===== src/rtl/sram_axi_bridge_pkg.sv =====
// Shared types and constants for the sram-to-AXI3 bridge.
// Fixed AXI fields are tied off by the integration top from here.
package sram_axi_bridge_pkg;

    typedef enum logic [2:0] {
        ST_IDLE,
        ST_AR,
        ST_R,
        ST_W,
        ST_B
    } state_e;

    localparam logic [1:0] SZ_BYTE = 2'd0;
    localparam logic [1:0] SZ_HALF = 2'd1;
    localparam logic [1:0] SZ_WORD = 2'd2;

    localparam logic [3:0] AXI_ID         = 4'd0;
    localparam logic [3:0] AXI_LEN        = 4'd0;
    localparam logic [1:0] AXI_BURST_INCR = 2'b01;
    localparam logic [1:0] AXI_LOCK       = 2'b00;
    localparam logic [3:0] AXI_CACHE      = 4'd0;
    localparam logic [2:0] AXI_PROT       = 3'd0;

    function automatic logic [2:0] to_axsize(input logic [1:0] sz);
        return {1'b0, sz};
    endfunction

endpackage


===== src/rtl/sram_axi_bridge.sv =====
// Bridges the core's fetch and data sram-like ports onto one AXI3
// master, one transaction outstanding at a time.
module sram_axi_bridge
    import sram_axi_bridge_pkg::*;
#(
    parameter bit DATA_PRIO = 1'b1
) (
    input  logic        clk,
    input  logic        resetn,
    input  logic        inst_req,
    input  logic [31:0] inst_addr,
    output logic        inst_addr_ok,
    output logic        inst_data_ok,
    output logic [31:0] inst_rdata,
    input  logic        data_req,
    input  logic        data_wr,
    input  logic [1:0]  data_size,
    input  logic [3:0]  data_wstrb,
    input  logic [31:0] data_addr,
    input  logic [31:0] data_wdata,
    output logic        data_addr_ok,
    output logic        data_data_ok,
    output logic [31:0] data_rdata,
    output logic [31:0] araddr,
    output logic [2:0]  arsize,
    output logic        arvalid,
    input  logic        arready,
    input  logic [31:0] rdata,
    input  logic        rvalid,
    output logic        rready,
    output logic [31:0] awaddr,
    output logic [2:0]  awsize,
    output logic        awvalid,
    input  logic        awready,
    output logic [31:0] wdata,
    output logic [3:0]  wstrb,
    output logic        wvalid,
    input  logic        wready,
    input  logic        bvalid,
    output logic        bready
);

    state_e      state_q, state_d;
    logic [31:0] addr_q, wdata_q, rdata_q;
    logic [1:0]  size_q;
    logic [3:0]  wstrb_q;
    logic        src_inst_q;
    logic        aw_done_q, w_done_q;
    logic        inst_ok_q, data_ok_q;
    logic        grant_data, grant_inst, accept;
    logic        r_hs, b_hs;

    // Arbitrate the two request ports while idle.
    always_comb begin
        grant_data = 1'b0;
        grant_inst = 1'b0;
        if (state_q == ST_IDLE) begin
            grant_data = data_req && (DATA_PRIO || !inst_req);
            grant_inst = inst_req && !grant_data;
        end
    end

    assign accept       = grant_data || grant_inst;
    assign data_addr_ok = grant_data;
    assign inst_addr_ok = grant_inst;
    assign r_hs         = (state_q == ST_R) && rvalid;
    assign b_hs         = (state_q == ST_B) && bvalid;

    // Next state and AXI handshake outputs.
    always_comb begin
        state_d = state_q;
        arvalid = 1'b0;
        rready  = 1'b0;
        awvalid = 1'b0;
        wvalid  = 1'b0;
        bready  = 1'b0;
        unique case (state_q)
            ST_IDLE: begin
                if (grant_data)
                    state_d = data_wr ? ST_W : ST_AR;
                else if (grant_inst)
                    state_d = ST_AR;
            end
            ST_AR: begin
                arvalid = 1'b1;
                if (arready)
                    state_d = ST_R;
            end
            ST_R: begin
                rready = 1'b1;
                if (rvalid)
                    state_d = ST_IDLE;
            end
            ST_W: begin
                awvalid = !aw_done_q;
                wvalid  = !w_done_q;
                if ((aw_done_q || awready) && (w_done_q || wready))
                    state_d = ST_B;
            end
            ST_B: begin
                bready = 1'b1;
                if (bvalid)
                    state_d = ST_IDLE;
            end
            default: state_d = ST_IDLE;
        endcase
    end

    // State register.
    always_ff @(posedge clk or negedge resetn) begin
        if (!resetn)
            state_q <= ST_IDLE;
        else
            state_q <= state_d;
    end

    // Capture the accepted request.
    always_ff @(posedge clk or negedge resetn) begin
        if (!resetn) begin
            addr_q     <= '0;
            size_q     <= '0;
            wdata_q    <= '0;
            wstrb_q    <= '0;
            src_inst_q <= 1'b0;
        end else if (accept) begin
            addr_q     <= grant_data ? data_addr : inst_addr;
            size_q     <= grant_data ? data_size : SZ_WORD;
            wdata_q    <= data_wdata;
            wstrb_q    <= data_wstrb;
            src_inst_q <= grant_inst;
        end
    end

    // Track AW and W handshakes separately within a write.
    always_ff @(posedge clk or negedge resetn) begin
        if (!resetn) begin
            aw_done_q <= 1'b0;
            w_done_q  <= 1'b0;
        end else if (accept) begin
            aw_done_q <= 1'b0;
            w_done_q  <= 1'b0;
        end else if (state_q == ST_W) begin
            if (awready)
                aw_done_q <= 1'b1;
            if (wready)
                w_done_q <= 1'b1;
        end
    end

    // Read data register and one-cycle completion pulses.
    always_ff @(posedge clk or negedge resetn) begin
        if (!resetn) begin
            rdata_q   <= '0;
            inst_ok_q <= 1'b0;
            data_ok_q <= 1'b0;
        end else begin
            if (r_hs)
                rdata_q <= rdata;
            inst_ok_q <= (r_hs || b_hs) && src_inst_q;
            data_ok_q <= (r_hs || b_hs) && !src_inst_q;
        end
    end

    assign araddr       = addr_q;
    assign awaddr       = addr_q;
    assign arsize       = to_axsize(size_q);
    assign awsize       = to_axsize(size_q);
    assign wdata        = wdata_q;
    assign wstrb        = wstrb_q;
    assign inst_rdata   = rdata_q;
    assign data_rdata   = rdata_q;
    assign inst_data_ok = inst_ok_q;
    assign data_data_ok = data_ok_q;

endmodule


===== config.mk =====
export PLATFORM = sky130hd
export DESIGN_NAME = sram_axi_bridge
export DESIGN_NICKNAME = d
export VERILOG_FILES = /design/src/rtl/sram_axi_bridge_pkg.sv /design/src/rtl/sram_axi_bridge.sv
export SDC_FILE = /design/constraint.sdc
export NUM_CORES = 1
export LEC_CHECK = 0
export CAP_MARGIN = 20
export CORE_AREA = 3 3 124 126
export CTS_BUF_LIST = sky130_fd_sc_hd__clkbuf_4 sky130_fd_sc_hd__clkbuf_8
export DETAILED_ROUTE_END_ITERATION = 12
export DIE_AREA = 0 0 127 129
export PLACE_DENSITY = 0.81
export SLEW_MARGIN = 20
export SYNTH_ARGS = -nofsm -noshare
export SYNTH_HDL_FRONTEND = slang
export SYNTH_SLANG_ARGS = --single-unit

===== constraint.sdc =====
create_clock -name clk -period 2.75 [get_ports clk]
set_input_delay 0.825 -clock clk [delete_from_list [all_inputs] [get_ports clk]]
set_output_delay 0.825 -clock clk [all_outputs]
set_load 0.01 [all_outputs]

==> summary.txt <==
Route
  • Met3 wire len: 1.355 mm
  • Wire length after detailed routing: 14.69 mm
  • Drt first pass iters: 5
  • Post-detailed-route via-to-cell ratio: 4.678
  • WL met2: 7.751 mm
  • Remaining DRCs: 0
  • Met1 Wirelength: 5.277 mm
  • Top sig layer: met4
  • Total via count after detailed routing: 4093
  • Starting DRC count in detailed routing: 122
  • Count of antenna-violating nets left after detailed routing: 0
  • WL/cell: 16.78 um

Synthesis
  • Post-synth top cells: dfrtp_1 (110), buf_4 (74), nand2_1 (67)
  • Mapped Avg Cell Area: 11.55 sq um
  • Post-synth cell types: 35
  • Async S/R FF share, synth: 1.000
  • Post-synthesis instance area: 0.005084 sq mm
  • Number of enable flip-flop cells after synthesis: 0
  • Portion of synthesized cell area occupied by the leading cell type: 0.5415
  • Number of standard cells after synthesis: 440
  • Most frequent cell after synthesis: dfrtp_1
  • Flop and latch count out of synthesis: 110
  • Library cell occupying the most area in the post-synthesis netlist: dfrtp_1
  • Most area-consuming cells after synthesis: dfrtp_1 (54%), mux2_2 (14%), buf_4 (11%), nand2_1 (4.9%), a31oi_1 (3.8%)
  • Fraction of the yosys area taken by sequential cells: 0.5415
  • Yosys warns: 0
  • Flip-flop cell with the highest count after synthesis: dfrtp_1

STA
  • Period Utilization, post-route: 0.9689
  • Setup_tns: 0 ns
  • Peak clock frequency supported by timing: 0.3753 GHz
  • Clock skew: 0.01915 ns
  • Unrepaired setup endpoints after global routing: false
  • Setup slack after layout: 0.08543 ns
  • Final-layout worst hold slack: 0.4641 ns
  • Headroom to the max-slew limit: 0.6170
  • Final setup violation count: 0
  • Slew @ Worst Pin: 0.5745 ns
  • Post-layout minimum cycle time: 2.665 ns
  • Pins over their slew limit: 0
  • Number of failing hold endpoints at the final stage: 0

Layout
  • Share of post-route cells with drive strength above 1: 0.1375
  • Final Util: 0.5622
  • Antenna Diode Count: 0
  • Final std cell area, no fill: 0.008109 sq mm
  • Count of nets after finishing: 830
  • Count of fill cells added during filler insertion: 1208
  • Layout-stage area growth over the synthesis result: 59.51%

Flow run
  • Max-cap check violation count: 0

Clock network
  • Cell at the root of the clock tree: clkbuf_8
  • Clock sink total: 110
  • Worst skew pair latency: 0.37 ns
  • CTS tree: yes
  • Maximum root-to-sink buffer count: 2
  • Clock slew at the register clock pins of the worst setup and hold paths: 0.10 ns
  • CTS HTree Levels: 3
  • Post-CTS Setup Inserts: 0
  • Count of hold-fix buffers inserted at cts: 0
  • Post-cts repair resize count: 2
  • CTS buffer count: 9

Pwr
  • Part of the total power dissipated in the clock network: 0.112
  • Standby leakage power: 3.329 nW
  • Switching share of total power: 0.3515
  • Fraction of power consumed by combinational cells: 0.565
  • Largest voltage drop on the vdd net: 0.5661 mV
  • Internal Pwr Total: 6.239 mW
  • Net switching power: 3.381 mW
  • Power per standard cell area: 1186 mW/mm^2
  • Sequential power share: 0.323

Critical path
  • Data required time of the critical path: 1.93 ns
  • Critical path startpoint category: register
  • CP endpoint kind: primary output
  • CP Data Arrival Time: 1.84 ns
  • Critical path type: register to primary output
  • Crit Path Max Fanout: 9

GRT
  • Number of global-route vias before repair: 4364
  • Global-route total usage across every layer: 0.1735
  • Congestion Overflow GR: 0
  • Pin count of the biggest net entering global routing: 111
  • Wire length of the first global-routing pass: 22.51 mm
  • Number of antenna violations at the first check in global routing: 0

Floorplan
  • Core outline area: 0.01442 sq mm
  • I/O pin count: 323
  • Die area: 0.01638 sq mm
  • Core Rows: 44
  • Die Y-Extent: 129 um
  • Width of the die: 127 um
  • Initial standard-cell utilization of the core: 0.3524

Place
  • Count of buffers from port buffering: 320
  • Post-detailed-placement half-perimeter wirelength: 11.50 mm
  • Routability congestion estimate: 0.8673
  • Placement-stage worst setup slack: -0.1462 ns
  • Placed standard-cell area: 0.007885 sq mm

Min path
  • Class of the tightest hold or removal check: register to register

Outcome
  • Outcome: completed
==> worst max-delay path, cell delays in order (launching register included) <==
cell and delay [ns]:
dfrtp_1 0.55, nor3b_1 0.33, clkdlybuf4s50_1 0.60
==> layer usage <==
layer / track usage / up-vias
met5: 0 / -
met4: 0.06120 / 0
met3: 0.05645 / 23
met2: 0.3204 / 224
met1: 0.1859 / 1947
li1: - / 1899
==> kinds of logic after synthesis <==
kind of cell,share of synthesized area
and+or+nand+nor,0.1014
DFF,0.5415
buffers and inverters,0.1474
muxes,0.1526
AOI/OAI and AO/OA,0.05636
other,0.0007377
==> state kept, by name, summed over array words and instances, names as in the netlist <==
name / flops
araddr: 32
aw_done_q: 1
data_data_ok: 1
data_rdata: 32
inst_data_ok: 1
size_q: 2
src_inst_q: 1
state_q: 3
w_done_q: 1
wdata: 32
wstrb: 4
==> through the flow <==
step / total power, mW / instances
2_1_floorplan: 6.128 / 441
3_3_place_gp: 8.502 / 859
3_5_place_dp: 8.645 / 859
4_1_cts: 9.755 / 875
5_1_grt: 10.23 / 875
6_report: 9.619 / 875
==> layout by cell type, fill, tap and decap left out, types with 2 or more instances in the layout <==
cell             instances
buf_4                    4
conb_1                   2
and3b_1                  2
nor4b_1                  2
a21oi_1                  5
a31oi_2                  2
buf_12                   4
clkbuf_8                 9
nand2_1                 67
dlygate4sd2_1            2
mux2_2                  63
bufinv_16                2
inv_1                    2
dfrtp_1                109
nor3b_1                  2
a31oi_1                 31
nor2_1                  39
a21o_1                   2
mux2_1                   5
clkinv_4                 2
clkdlybuf4s50_1        317
==> cell type report <==
class,instances,area (sq um),area share
Clock buffer,10,131.4,0.01620
Clock inverter,6,93.84,0.01157
Inverter,3,11.26,0.001389
Multi-Input combinational cell,235,1588,0.1958
Sequential cell,110,2754,0.3396
Tap cell,184,230.2,0.02839
Timing Repair Buffer,327,3301,0.4070
==> path summary, 6_finish.rpt <==
kind | startpoint | endpoint | slack, ns | depth (start not counted)
min in group asynchronous | resetn | data_rdata[1] | 0.51 | 2
max | state_q[2] | bready | 0.09 | 2
min reg2reg | src_inst_q | data_data_ok | 0.46 | 1
max reg2reg | state_q[1] | wdata[21] | 0.97 | 4
max in group asynchronous | resetn | state_q[0] | 1.80 | 2
min | src_inst_q | data_data_ok | 0.46 | 1
==> power by group through the flow <==
stage | registers (mW) | logic, mW | clock network, mW
final | 3.11 | 5.43 | 1.08
after global routing | 3.22 | 5.82 | 1.19
after CTS | 3.12 | 5.51 | 1.13
after detailed placement | 3.15 | 5.50 | 0
after global placement | 3.09 | 5.41 | 0
after floorplan | 3.32 | 2.81 | 0
No activity file was read; power rests on OpenSTA's default activity.
